File: src/rtl/wave_capture_pkg.sv
// Shared constants, FSM state encodings and the signed-to-offset-binary conversion
// used by the wave capture block.
package wave_capture_pkg;

    localparam int DEFAULT_AUTO_TIMEOUT = 1024;

    // Widest sample the conversion helper handles; SAMPLE_W must not exceed it.
    localparam int CONV_W = 32;

    typedef logic [1:0] state_t;
    localparam state_t ST_ARMED  = 2'd0;
    localparam state_t ST_ACTIVE = 2'd1;
    localparam state_t ST_WAIT   = 2'd2;

    // Keep the top out_w bits of a sample_w-bit two's complement value and flip the MSB.
    function automatic logic [CONV_W-1:0] to_offset_bin(input logic [CONV_W-1:0] s,
                                                        input int sample_w,
                                                        input int out_w);
        logic [CONV_W-1:0] r;
        r = s >> (sample_w - out_w);
        r = r & ((CONV_W'(1) << out_w) - CONV_W'(1));
        r = r ^ (CONV_W'(1) << (out_w - 1));
        return r;
    endfunction

endpackage

File: src/rtl/wave_capture_mc_trigger.sv
// Zero-crossing detector: selects the watched channel, remembers its previous sample and
// raises a one-cycle trig pulse on the chosen crossing direction.
module wave_trigger
    import wave_capture_pkg::*;
#(
    parameter int CHANNELS = 2,
    parameter int SAMPLE_W = 16,
    parameter int SEL_W    = 1
) (
    input  logic                         clk,
    input  logic                         reset_n,
    input  logic                         new_sample_ready,
    input  logic [CHANNELS*SAMPLE_W-1:0] new_sample_in,
    input  logic [SEL_W-1:0]             trig_channel,
    input  logic                         trig_falling,
    input  logic                         enable,
    output logic                         trig
);

    localparam logic signed [SAMPLE_W-1:0] ZERO = '0;

    logic signed [SAMPLE_W-1:0] cur;
    logic signed [SAMPLE_W-1:0] prev_q;
    logic                       rising;
    logic                       falling;

    always_comb begin
        cur = new_sample_in[SAMPLE_W-1:0];
        for (int c = 0; c < CHANNELS; c++) begin
            if (trig_channel == SEL_W'(c)) begin
                cur = new_sample_in[c*SAMPLE_W +: SAMPLE_W];
            end
        end
    end

    // Tracks whichever channel is selected at each strobe, in every capture state.
    always_ff @(posedge clk or negedge reset_n) begin
        if (!reset_n) begin
            prev_q <= '0;
        end else if (new_sample_ready) begin
            prev_q <= cur;
        end
    end

    always_comb begin
        rising  = (prev_q < ZERO) && (cur >= ZERO);
        falling = (prev_q >= ZERO) && (cur < ZERO);
        trig    = new_sample_ready && enable && (trig_falling ? falling : rising);
    end

endmodule

File: src/rtl/wave_capture_mc.sv
// Multi-channel triggered waveform capture into a ping-pong sample RAM.
// Optional timeout-forced trigger enabled by defining WAVE_CAPTURE_AUTOTRIG_EN.
module wave_capture_mc
    import wave_capture_pkg::*;
#(
    parameter int CHANNELS     = 2,
    parameter int SAMPLE_W     = 16,
    parameter int OUT_W        = 8,
    parameter int ADDR_W       = 8,
    parameter int AUTO_TIMEOUT = DEFAULT_AUTO_TIMEOUT
) (
    input  logic                                           clk,
    input  logic                                           reset_n,
    input  logic                                           new_sample_ready,
    input  logic [CHANNELS*SAMPLE_W-1:0]                   new_sample_in,
    input  logic [((CHANNELS > 1) ? $clog2(CHANNELS) : 1)-1:0] trig_channel,
    input  logic                                           trig_falling,
    input  logic                                           wave_display_idle,
    output logic [ADDR_W:0]                                write_address,
    output logic                                           write_enable,
    output logic [CHANNELS*OUT_W-1:0]                      write_sample,
    output logic                                           read_index,
    output logic                                           auto_triggered
);

    localparam int SEL_W = (CHANNELS > 1) ? $clog2(CHANNELS) : 1;

    state_t                    state_q;
    state_t                    state_d;
    logic [ADDR_W-1:0]         cnt_q;
    logic                      read_index_q;
    logic                      write_enable_q;
    logic [ADDR_W:0]           write_address_q;
    logic [CHANNELS*OUT_W-1:0] write_sample_q;
    logic                      auto_q;

    logic                      trig;
    logic                      auto_fire;
    logic                      start;
    logic                      do_write;
    logic                      flip;
    logic [CHANNELS*OUT_W-1:0] conv;

    wave_trigger #(
        .CHANNELS (CHANNELS),
        .SAMPLE_W (SAMPLE_W),
        .SEL_W    (SEL_W)
    ) u_trigger (
        .clk              (clk),
        .reset_n          (reset_n),
        .new_sample_ready (new_sample_ready),
        .new_sample_in    (new_sample_in),
        .trig_channel     (trig_channel),
        .trig_falling     (trig_falling),
        .enable           (state_q == ST_ARMED),
        .trig             (trig)
    );

`ifdef WAVE_CAPTURE_AUTOTRIG_EN
    localparam int TMO_W = $clog2(AUTO_TIMEOUT + 1);

    logic [TMO_W-1:0] tmo_q;

    // Leaving ARMED clears the count, so every new ARMED visit starts from zero.
    always_ff @(posedge clk or negedge reset_n) begin
        if (!reset_n) begin
            tmo_q <= '0;
        end else if (state_q != ST_ARMED) begin
            tmo_q <= '0;
        end else if (new_sample_ready) begin
            tmo_q <= tmo_q + TMO_W'(1);
        end
    end

    assign auto_fire = new_sample_ready && (state_q == ST_ARMED) &&
                       (tmo_q == TMO_W'(AUTO_TIMEOUT - 1));
`else
    assign auto_fire = 1'b0;
`endif

    always_comb begin
        conv = '0;
        for (int c = 0; c < CHANNELS; c++) begin
            conv[c*OUT_W +: OUT_W] =
                OUT_W'(to_offset_bin(CONV_W'(new_sample_in[c*SAMPLE_W +: SAMPLE_W]),
                                     SAMPLE_W, OUT_W));
        end
    end

    always_comb begin
        state_d = state_q;
        start   = 1'b0;
        flip    = 1'b0;
        unique case (state_q)
            ST_ARMED: begin
                if (trig || auto_fire) begin
                    start   = 1'b1;
                    state_d = ST_ACTIVE;
                end
            end
            ST_ACTIVE: ;
            ST_WAIT: begin
                if (wave_display_idle) begin
                    flip    = 1'b1;
                    state_d = ST_ARMED;
                end
            end
            default: state_d = ST_ARMED;
        endcase
        do_write = start || ((state_q == ST_ACTIVE) && new_sample_ready);
        if (do_write && (cnt_q == '1)) begin
            state_d = ST_WAIT;
        end
    end

    always_ff @(posedge clk or negedge reset_n) begin
        if (!reset_n) begin
            state_q         <= ST_ARMED;
            cnt_q           <= '0;
            read_index_q    <= 1'b0;
            write_enable_q  <= 1'b0;
            write_address_q <= {1'b1, {ADDR_W{1'b0}}};
            write_sample_q  <= '0;
            auto_q          <= 1'b0;
        end else begin
            state_q        <= state_d;
            write_enable_q <= do_write;
            if (do_write) begin
                write_address_q <= {~read_index_q, cnt_q};
                write_sample_q  <= conv;
                cnt_q           <= cnt_q + ADDR_W'(1);
            end
            if (start) begin
                auto_q <= auto_fire && !trig;
            end
            if (flip) begin
                read_index_q <= ~read_index_q;
            end
        end
    end

    assign write_address  = write_address_q;
    assign write_enable   = write_enable_q;
    assign write_sample   = write_sample_q;
    assign read_index     = read_index_q;
    assign auto_triggered = auto_q;

endmodule

File: config.mk
export PLATFORM = sky130hd
export DESIGN_NAME = wave_capture_mc
export DESIGN_NICKNAME = d
export VERILOG_FILES = /design/src/rtl/wave_capture_pkg.sv /design/src/rtl/wave_capture_mc_trigger.sv /design/src/rtl/wave_capture_mc.sv
export SDC_FILE = /design/constraint.sdc
export NUM_CORES = 1
export LEC_CHECK = 0
export BUFFER_PORTS_ARGS = -buffer_cell sky130_fd_sc_hd__buf_2
export CORE_ASPECT_RATIO = 0.6
export CORE_MARGIN = 8
export CORE_UTILIZATION = 50
export DETAILED_ROUTE_END_ITERATION = 6
export GPL_TIMING_DRIVEN = 0
export PLACE_DENSITY = 0.82
export SYNTH_ARGS = -nofsm -noshare
export SYNTH_HDL_FRONTEND = slang
export SYNTH_SLANG_ARGS = --single-unit
File: constraint.sdc
create_clock -name clk -period 3.24 [get_ports clk]
set_input_delay 0.972 -clock clk [delete_from_list [all_inputs] [get_ports clk]]
set_output_delay 0.972 -clock clk [all_outputs]
set_load 0.01 [all_outputs]
==> results of run 1 <==
worst register-to-register path: cells and delay by family, from the launching register on:
family / cells / cell delay (ps)
AO/OA/AOI/OAI: 1 / 240
buffers and inverters: 1 / 220
flip-flops: 1 / 410
multiplexers: 1 / 300
AND/OR/NAND/NOR: 1 / 410
metrics by stage:
| step | utilization | instances |
|---|---|---|
| final | 0.636 | 211 |
| after global routing | 0.636 | 211 |
| after CTS | 0.636 | 211 |
| after detailed placement | 0.608 | 203 |
| after global placement | 0.608 | 203 |
| after floorplan | - | 112 |
power by group:
group	switching [uW]	total [uW]	internal (uW)	leakage [uW]
sequential	80.5	665	585	0.000456
clock	152	323	171	0.0000482
combinational	147	348	201	0.000506
cell usage in the layout, fill, tap and decap left out, drive strengths merged:
master	synthesis	layout
a21oi	2	2
a311oi	1	1
and2	1	1
and3	3	3
and4	2	2
buf	4	50
clkbuf	4	11
clkinv	0	1
conb	1	1
dfrtp	37	37
dfstp	1	1
ha	1	1
inv	5	5
mux2	23	23
mux2i	5	5
nand2b	2	2
nand3	1	1
nand3b	1	1
nor2	1	1
nor2b	1	1
o2111ai	2	2
o211ai	2	2
o21ai	3	3
o32ai	1	1
xnor2	8	8
area by class of cell:
type,instances,share of cell area
Sequential cell,38,0.461
Clock buffer,7,0.0418
Buffer,8,0.0358
Timing Repair Buffer,46,0.112
Multi-Input combinational cell,61,0.310
Tap cell,45,0.0273
Inverter,5,0.00910
Clock inverter,1,0.00243
layer usage:
| metal | wire [um] | track usage | part of all wire | vias up |
|---|---|---|---|---|
| met5 | 0 | 0 | 0 | - |
| li1 | - | - | - | 492 |
| met1 | 1440 | 0.141 | 0.45 | 520 |
| met3 | 264 | 0.0543 | 0.083 | 6 |
| met4 | 56 | 0.0693 | 0.018 | 0 |
| met2 | 1420 | 0.183 | 0.45 | 47 |
logic make-up after synthesis:
group | Yosys count | synth area share
flops | 38 | 0.565
compound gates | 11 | 0.0512
fa+ha+maj | 1 | 0.00742
mux | 28 | 0.232
other cells | 1 | 0.00223
buf+inv | 13 | 0.0549
simple gates | 12 | 0.0460
xor+xnor | 8 | 0.0416
flip-flops by register name (all words and copies together), names as in the netlist:
register          count
write_address         9
state_q               2
cnt_q                 8
write_enable          1
write_sample         16
u_trigger.prev_q      1
read_index            1
worst min path at each step:
stage,start,to,slack (ps),depth (start not counted)
5_1_grt,read_index,write_address[8],480,1
4_1_cts,read_index,write_address[8],460,1
3_3_place_gp,read_index,write_address[8],450,1
2_1_floorplan,state_q[1],state_q[0],450,1
3_5_place_dp,read_index,write_address[8],450,1
6_report,read_index,write_address[8],460,1
==> flow_summary.json, run 1 <==
{
  "path_class": "input pin to register",
  "ff2ff_setup_slack_ps": 1550,
  "numCtsBuffers": 5,
  "final-max-slew-violation-count": 0,
  "relSlewSlack": 0.459,
  "synth-edff-count": 0,
  "via_count": 1065,
  "antenna_found_initial": 0,
  "finalCritPeriodShare": 0.696,
  "p_total_uw": 1340,
  "cp_common_cell": "mux2i_4",
  "synth_warnings": 0,
  "die_area_sq_um": 5550,
  "cts_resized": 0,
  "grt-ovfl-total": 0,
  "synth_area_leaders": "dfrtp_1 (55%), mux2_4 (13%), mux2_2 (5.3%), xnor2_1 (4.2%), mux2i_4 (2.7%)",
  "cts_setup_buffers": 0,
  "place.gp.congestion": 0.849,
  "outcome": "complete, no violations",
  "initial_core_util": 0.520,
  "synth_most_common_cell": "dfrtp_1",
  "endpoint": "write_address[7]",
  "slowest_stage": "mux2i_4",
  "fp.dieH_um": 61.0,
  "path_max_fanout": 10,
  "synth_top_area_frac": 0.549,
  "track_usage": 0.120,
  "drive_gt1_frac": 0.506,
  "cp-start-kind": "input pin",
  "clk_path_buf_depth": 2,
  "clk_pin_slew_worst_paths_ps": 70,
  "hpwl_um": 2410,
  "fillers": 263,
  "fin_nets": 204,
  "critical_path.cell_chain": "buf_6, mux2i_4, mux2i_4, o21ai_4, buf_12, mux2_4",
  "clk_latency_ps": 290,
  "first_iter_violations": 16,
  "grt_first_pass_wirelength_um": 5110,
  "tns_ps": 0,
  "cp_top_family": "multiplexers",
  "hold_slack_ps": 457,
  "clock.fmax_ghz": 0.443,
  "fp.dieW_um": 91.0,
  "end_kind": "register",
  "finalHoldViolations": 0,
  "synth-seq-area-share": 0.565,
  "row_count": 16,
  "multi_input_area_sq_um": 641,
  "timing.rr.start": "state_q[1]",
  "ys_top_cells_by_count": "dfrtp_1 (37), mux2_4 (15), mux2_2 (8), xnor2_1 (8), inv_1 (5)",
  "vdd_drop_max_mv": 0.361,
  "via_per_inst": 5.05,
  "synth.net_count": 151,
  "max_stage_delay_ps": 410,
  "seqCellArea_sq_um": 952,
  "tightest_slew_ps": 811,
  "synth_area_sq_um": 1690,
  "place_ws_ps": 692,
  "final_area_sq_um": 2060,
  "area_growth_pct": 22.4,
  "ctsHoldBuffers": 0,
  "maxCapViolCount": 0,
  "syn_avg_cell_area_sq_um": 15.0,
  "skew_ps": 2.73,
  "htreeDepth": 2,
  "r2r-end": "write_address[7]",
  "p_per_area_nw_per_um2": 648,
  "period_needed_ps": 2260,
  "place_area_sq_um": 1970,
  "grt_start_max_net_pins": 39,
  "final-setup-viol-count": 0,
  "cp.buffers_inverters": 2,
  "rsz0062_at_grt": "false",
  "p_leak_uw": 0.00101,
  "hold_path_class": "register to register",
  "synth_cells": 112,
  "ys_types": 29,
  "port_buffers": 46,
  "cts_root_buf": "clkbuf_8",
  "reg2reg_depth": 4,
  "cp.required_ps": 3410,
  "grt_pass1_vias": 1116,
  "cts_tree": "yes",
  "clock-sinks": 38,
  "async_flop_share": 1.00,
  "drc": 0,
  "synthFlopType": "dfrtp_1",
  "fin_ws_ps": 984,
  "critPathLaunch": "trig_channel",
  "core_area_sq_um": 3240,
  "antenna_left": 0,
  "firstDrtPassIters": 4,
  "avgRoutedWirePerCell_um": 15.0,
  "ios": 66,
  "yosys.area.top_type": "dfrtp_1",
  "wl_um": 3180,
  "crit_arrival_ps": 2430,
  "antenna_cells": 0,
  "ys_seq_elements": 38,
  "cp_num_cells": 6
}
Note: power is estimated with default switching activity, not from simulation.
==> run 2, diff against run 1 <==
Settings changed: CORE_UTILIZATION 50 to 47, PLACE_DENSITY 0.82 to 0.78.
Clock period 3.24 ns to 2.3 ns, I/O delays scaled along.
==> run 2 against run 1 <==
Sequential share of layout area is 0.42 points lower. Core utilization is 1.3 points lower. Global-route usage shrank 0.59 points. Routed wire length is 1.4% higher. First-iteration DRC count up 110%. Clock-buffer cell count grew 1. Die area increased by 5.0%. Non-clock buffer count unchanged.
==> flow_summary.json, run 2 (synthesized netlist as in run 1, its figures left out) <==
{
  "outcome": "complete, no violations",
  "hold_path_class": "register to register",
  "via_per_inst": 4.94,
  "initial_core_util": 0.504,
  "clock-sinks": 38,
  "antenna_cells": 0,
  "port_buffers": 46,
  "multi_input_area_sq_um": 641,
  "grt_start_max_net_pins": 39,
  "drc": 0,
  "clk_pin_slew_worst_paths_ps": 70,
  "rsz0062_at_grt": "false",
  "numCtsBuffers": 5,
  "vdd_drop_max_mv": 0.499,
  "clk_path_buf_depth": 2,
  "drive_gt1_frac": 0.512,
  "finish.utilization": 0.623,
  "largest_register_ffs": 16,
  "fin_nets": 204,
  "instances_no_fill": 211,
  "seqCellArea_sq_um": 952,
  "hpwl_um": 2460,
  "relSlewSlack": 0.466,
  "ff2ff_setup_slack_ps": 580,
  "tightest_slew_ps": 801,
  "area_growth_pct": 23.5,
  "finalCritPeriodShare": 0.853,
  "crit_arrival_ps": 2130,
  "fp.dieH_um": 62.4,
  "firstDrtPassIters": 4,
  "cp.required_ps": 2470,
  "track_usage": 0.114,
  "wl_um": 3220,
  "p_per_area_nw_per_um2": 936,
  "fillers": 265,
  "cp-start-kind": "input pin",
  "clk_latency_ps": 280,
  "p_leak_uw": 0.00102,
  "grt-ovfl-total": 0,
  "most-common-layout-cells": "buf_2 (46), dfrtp_1 (37), mux2_4 (15)",
  "first_iter_violations": 33,
  "path_class": "input pin to register",
  "finalHoldViolations": 0,
  "path_max_fanout": 10,
  "ios": 66,
  "cts_tree": "yes",
  "via_count": 1043,
  "final_common_cell": "buf_2",
  "cts_resized": 0,
  "dp_cells": 203,
  "hold_slack_ps": 469,
  "final-max-slew-violation-count": 0,
  "core_area_sq_um": 3340,
  "antenna_left": 0,
  "maxCapViolCount": 0,
  "antenna_found_initial": 0,
  "row_count": 16,
  "cts_root_buf": "clkbuf_8",
  "avgRoutedWirePerCell_um": 15.3,
  "cts_setup_buffers": 0,
  "clock.fmax_ghz": 0.510,
  "ctsHoldBuffers": 0,
  "place.gp.congestion": 0.856,
  "period_needed_ps": 1960,
  "fp.dieW_um": 93.3,
  "htreeDepth": 2,
  "grt_first_pass_wirelength_um": 5260,
  "end_kind": "register",
  "die_area_sq_um": 5820,
  "final-setup-viol-count": 0,
  "tns_ps": 0,
  "skew_ps": 3.54,
  "grt_pass1_vias": 1130
}
-- run 2: area by class of cell --
class	instances	area share
flip-flops and latches	38	0.457
multi-input cells	61	0.308
repair buffers	46	0.111
clock buffers	8	0.0529
plain buffers	8	0.0355
well taps	45	0.0270
inverters	5	0.00901
-- run 2: metrics by stage --
step | cell area (sq um) | setup WS [ps] | total power (uW)
final | 2080 | 338 | 1950
after floorplan | 1690 | 180 | 1250
after global placement | 1970 | 74.8 | 1420
after global routing | 2080 | 236 | 2060
after detailed placement | 1970 | 26.6 | 1450
after CTS | 2080 | 339 | 1980
-- run 2: critical path: stages --
cell and delay, ps:
buf_6 80, mux2i_4 260, mux2i_4 400, o21ai_4 190, buf_12 220, mux2_4 290
-- run 2: report_power, final --
| group | switching (uW) | total, uW | internal [uW] | leakage [uW] |
|---|---|---|---|---|
| sequential | 119 | 943 | 823 | 0.000456 |
| clock | 214 | 516 | 302 | 0.0000575 |
| combinational | 206 | 489 | 283 | 0.000506 |
-- run 2: worst paths after layout --
kind	from	cells after the start	end
worst max-delay path	trig_channel	6	write_address[2]
max in group asynchronous	reset_n	1	write_sample[1]
worst min-delay path	write_address[8]	2	write_address[8]
worst min register to register	write_address[8]	2	write_address[8]
min in group asynchronous	reset_n	1	write_address[6]
worst max register to register	u_trigger.prev_q[15]	5	write_address[2]
-- run 2: metal layers --
metal  routed length, um  track usage
met1                1330        0.133
met2                1480        0.170
met3                 345       0.0516
met4                  65       0.0659
met5                   0            0
==> run 3, diff against run 2 <==
Settings changed: ABC_AREA set to 1, PLACE_DENSITY 0.78 to 0.77.
==> run 3 against run 2 <==
Via count rose by 26%. Routed wire length rose by 8.8%. Critical endpoint is now write_address[8]. Flip-flop and latch count did not move. Clock skew fell by 0.57 ps. Largest cell class unchanged. Synthesized cell count rose by 63%. Sequential power rose by 12%. Combinational power rose by 72%. Core utilization fell by 3.8 points. Cell count rose by 35%. Critical path type is now register to output pin. Clock power fell by 9.5%.
==> flow_summary.json, run 3 <==
{
  "r2r-end": "state_q[0]",
  "path_max_fanout": 2,
  "fin_nets": 276,
  "critical_path.cell_chain": "buf_2",
  "drive_gt1_frac": 0.336,
  "grt_start_max_net_pins": 39,
  "multi_input_area_sq_um": 597,
  "ys_seq_elements": 38,
  "numCtsBuffers": 5,
  "cp_top_family": "flip-flops",
  "finalHoldViolations": 0,
  "p_per_area_nw_per_um2": 1140,
  "clk_pin_slew_worst_paths_ps": 70,
  "skew_ps": 2.97,
  "avgRoutedWirePerCell_um": 12.3,
  "synth.net_count": 222,
  "timing.rr.start": "cnt_q[0]",
  "die_area_sq_um": 5840,
  "via_count": 1317,
  "via_per_inst": 4.62,
  "cp.required_ps": 1610,
  "whs_path_depth": 2,
  "synth-edff-count": 0,
  "hold_path_class": "register to register",
  "p_int_uw": 1500,
  "port_buffers": 47,
  "grt_pass1_vias": 1294,
  "antenna_found_initial": 0,
  "antenna_left": 0,
  "initial_core_util": 0.476,
  "firstDrtPassIters": 4,
  "vdd_drop_max_mv": 0.464,
  "instances_no_fill": 285,
  "fin_ws_ps": 665,
  "hpwl_um": 2660,
  "fillers": 323,
  "clkPwrFrac": 0.197,
  "hp-start": "write_sample[14]",
  "maxCapViolCount": 0,
  "drc": 0,
  "synth_warnings": 0,
  "tightest_slew_ps": 815,
  "cts_tree": "yes",
  "period_needed_ps": 1640,
  "htreeDepth": 2,
  "place_ws_ps": 559,
  "grt_first_pass_wirelength_um": 5870,
  "finalCritPeriodShare": 0.711,
  "max_stage_delay_ps": 530,
  "fp.dieW_um": 93.5,
  "rsz0062_at_grt": "false",
  "cts_resized": 0,
  "most-common-layout-cells": "nand2_1 (73), buf_2 (48), dfrtp_1 (37), inv_1 (14), o21ai_2 (9)",
  "yosys.area.top_type": "dfrtp_1",
  "path_class": "register to output pin",
  "finish.utilization": 0.585,
  "relSlewSlack": 0.456,
  "synth_cells": 183,
  "cp-start-kind": "register",
  "critPathLaunch": "write_address[8]",
  "cts_setup_buffers": 0,
  "first_iter_violations": 60,
  "ctsHoldBuffers": 0,
  "final_area_sq_um": 2080,
  "ys_top_cells_by_count": "nand2_1 (73), dfrtp_1 (37), inv_1 (14), o21ai_2 (9), xor2_1 (7)",
  "row_count": 17,
  "dp_cells": 277,
  "reg2reg_depth": 6,
  "synthFlopType": "dfrtp_1",
  "antenna_cells": 0,
  "synth_most_common_cell": "nand2_1",
  "largest_register_ffs": 16,
  "slowest_stage": "dfstp_2",
  "track_usage": 0.125,
  "grt-ovfl-total": 0,
  "clock-sinks": 38,
  "hold_end": "write_sample[14]",
  "crit_arrival_ps": 950,
  "place.gp.congestion": 0.797,
  "p_leak_uw": 0.00111,
  "final-setup-viol-count": 0,
  "p_switching_uw": 871,
  "tns_ps": 0,
  "end_kind": "output pin",
  "clk_latency_ps": 290,
  "core_area_sq_um": 3550,
  "async_flop_share": 1.00,
  "final-max-slew-violation-count": 0,
  "final_common_cell": "nand2_1",
  "switching_share": 0.368,
  "synth-seq-area-share": 0.563,
  "comb_power_share": 0.355,
  "clk_path_buf_depth": 2,
  "syn_avg_cell_area_sq_um": 9.24,
  "synth_area_sq_um": 1690,
  "clock.fmax_ghz": 0.611,
  "fp.dieH_um": 62.5,
  "seqCellArea_sq_um": 952,
  "ff2ff_setup_slack_ps": 970,
  "place_area_sq_um": 1990,
  "ys_types": 28,
  "area_growth_pct": 22.8,
  "outcome": "complete, no violations",
  "wl_um": 3500,
  "cp.buffers_inverters": 1,
  "synth_top_area_frac": 0.547,
  "cts_root_buf": "clkbuf_8",
  "ios": 66,
  "synth_area_leaders": "dfrtp_1 (55%), nand2_1 (16%), o21ai_2 (4.7%), xor2_1 (3.6%), inv_1 (3.1%)",
  "power_frac_seq": 0.448
}
-- run 3: logic make-up (layout without fill, tap and decap cells) --
| group | Yosys count | count (layout) | synth area share |
|---|---|---|---|
| XOR/XNOR | 8 | 8 | 0.0414 |
| AO/OA/AOI/OAI | 19 | 19 | 0.0821 |
| flip-flops | 38 | 38 | 0.563 |
| buffers and inverters | 26 | 81 | 0.0843 |
| adder cells (fa/ha/maj) | 1 | 1 | 0.00740 |
| other | 1 | 1 | 0.00222 |
| AND/OR/NAND/NOR | 90 | 90 | 0.220 |
-- run 3: how the worst max path moves through the flow --
stage,slack [ps],cells after the start,to
after global placement,570,10,cnt_q[2]
after detailed placement,560,10,cnt_q[2]
after CTS,650,1,write_address[8]
after floorplan,720,8,cnt_q[3]
after global routing,630,1,write_address[8]
final,660,1,write_address[8]
-- run 3: cell type report --
| class | count | area share |
|---|---|---|
| buffer | 9 | 0.0367 |
| clock buffer | 7 | 0.0416 |
| tap | 47 | 0.0283 |
| inverter | 17 | 0.0319 |
| clock inverter | 1 | 0.00241 |
| sequential | 38 | 0.458 |
| multi-input combinational | 119 | 0.287 |
| timing repair buffer | 47 | 0.113 |
-- run 3: through the flow --
step | total power, uW | hold WS, ps
3_5_place_dp | 1930 | 453
6_report | 2370 | 468
2_1_floorplan | 1600 | 394
4_1_cts | 2400 | 471
5_1_grt | 2550 | 485
3_3_place_gp | 1900 | 450
-- run 3: per-layer routing --
| metal | share of wire | GRT usage | up-vias |
|---|---|---|---|
| li1 | - | - | 669 |
| met1 | 0.50 | 0.165 | 602 |
| met4 | 0.0080 | 0.0419 | 0 |
| met3 | 0.093 | 0.0635 | 2 |
| met5 | 0 | 0 | - |
| met2 | 0.40 | 0.171 | 44 |
-- run 3: power groups by stage --
stage,combinational [uW],sequential [uW],clock [uW]
CTS,860,1060,484
detailed placement,863,1060,0
global placement,842,1060,0
finish,840,1060,467
global route,953,1090,512
floorplan,468,1130,0
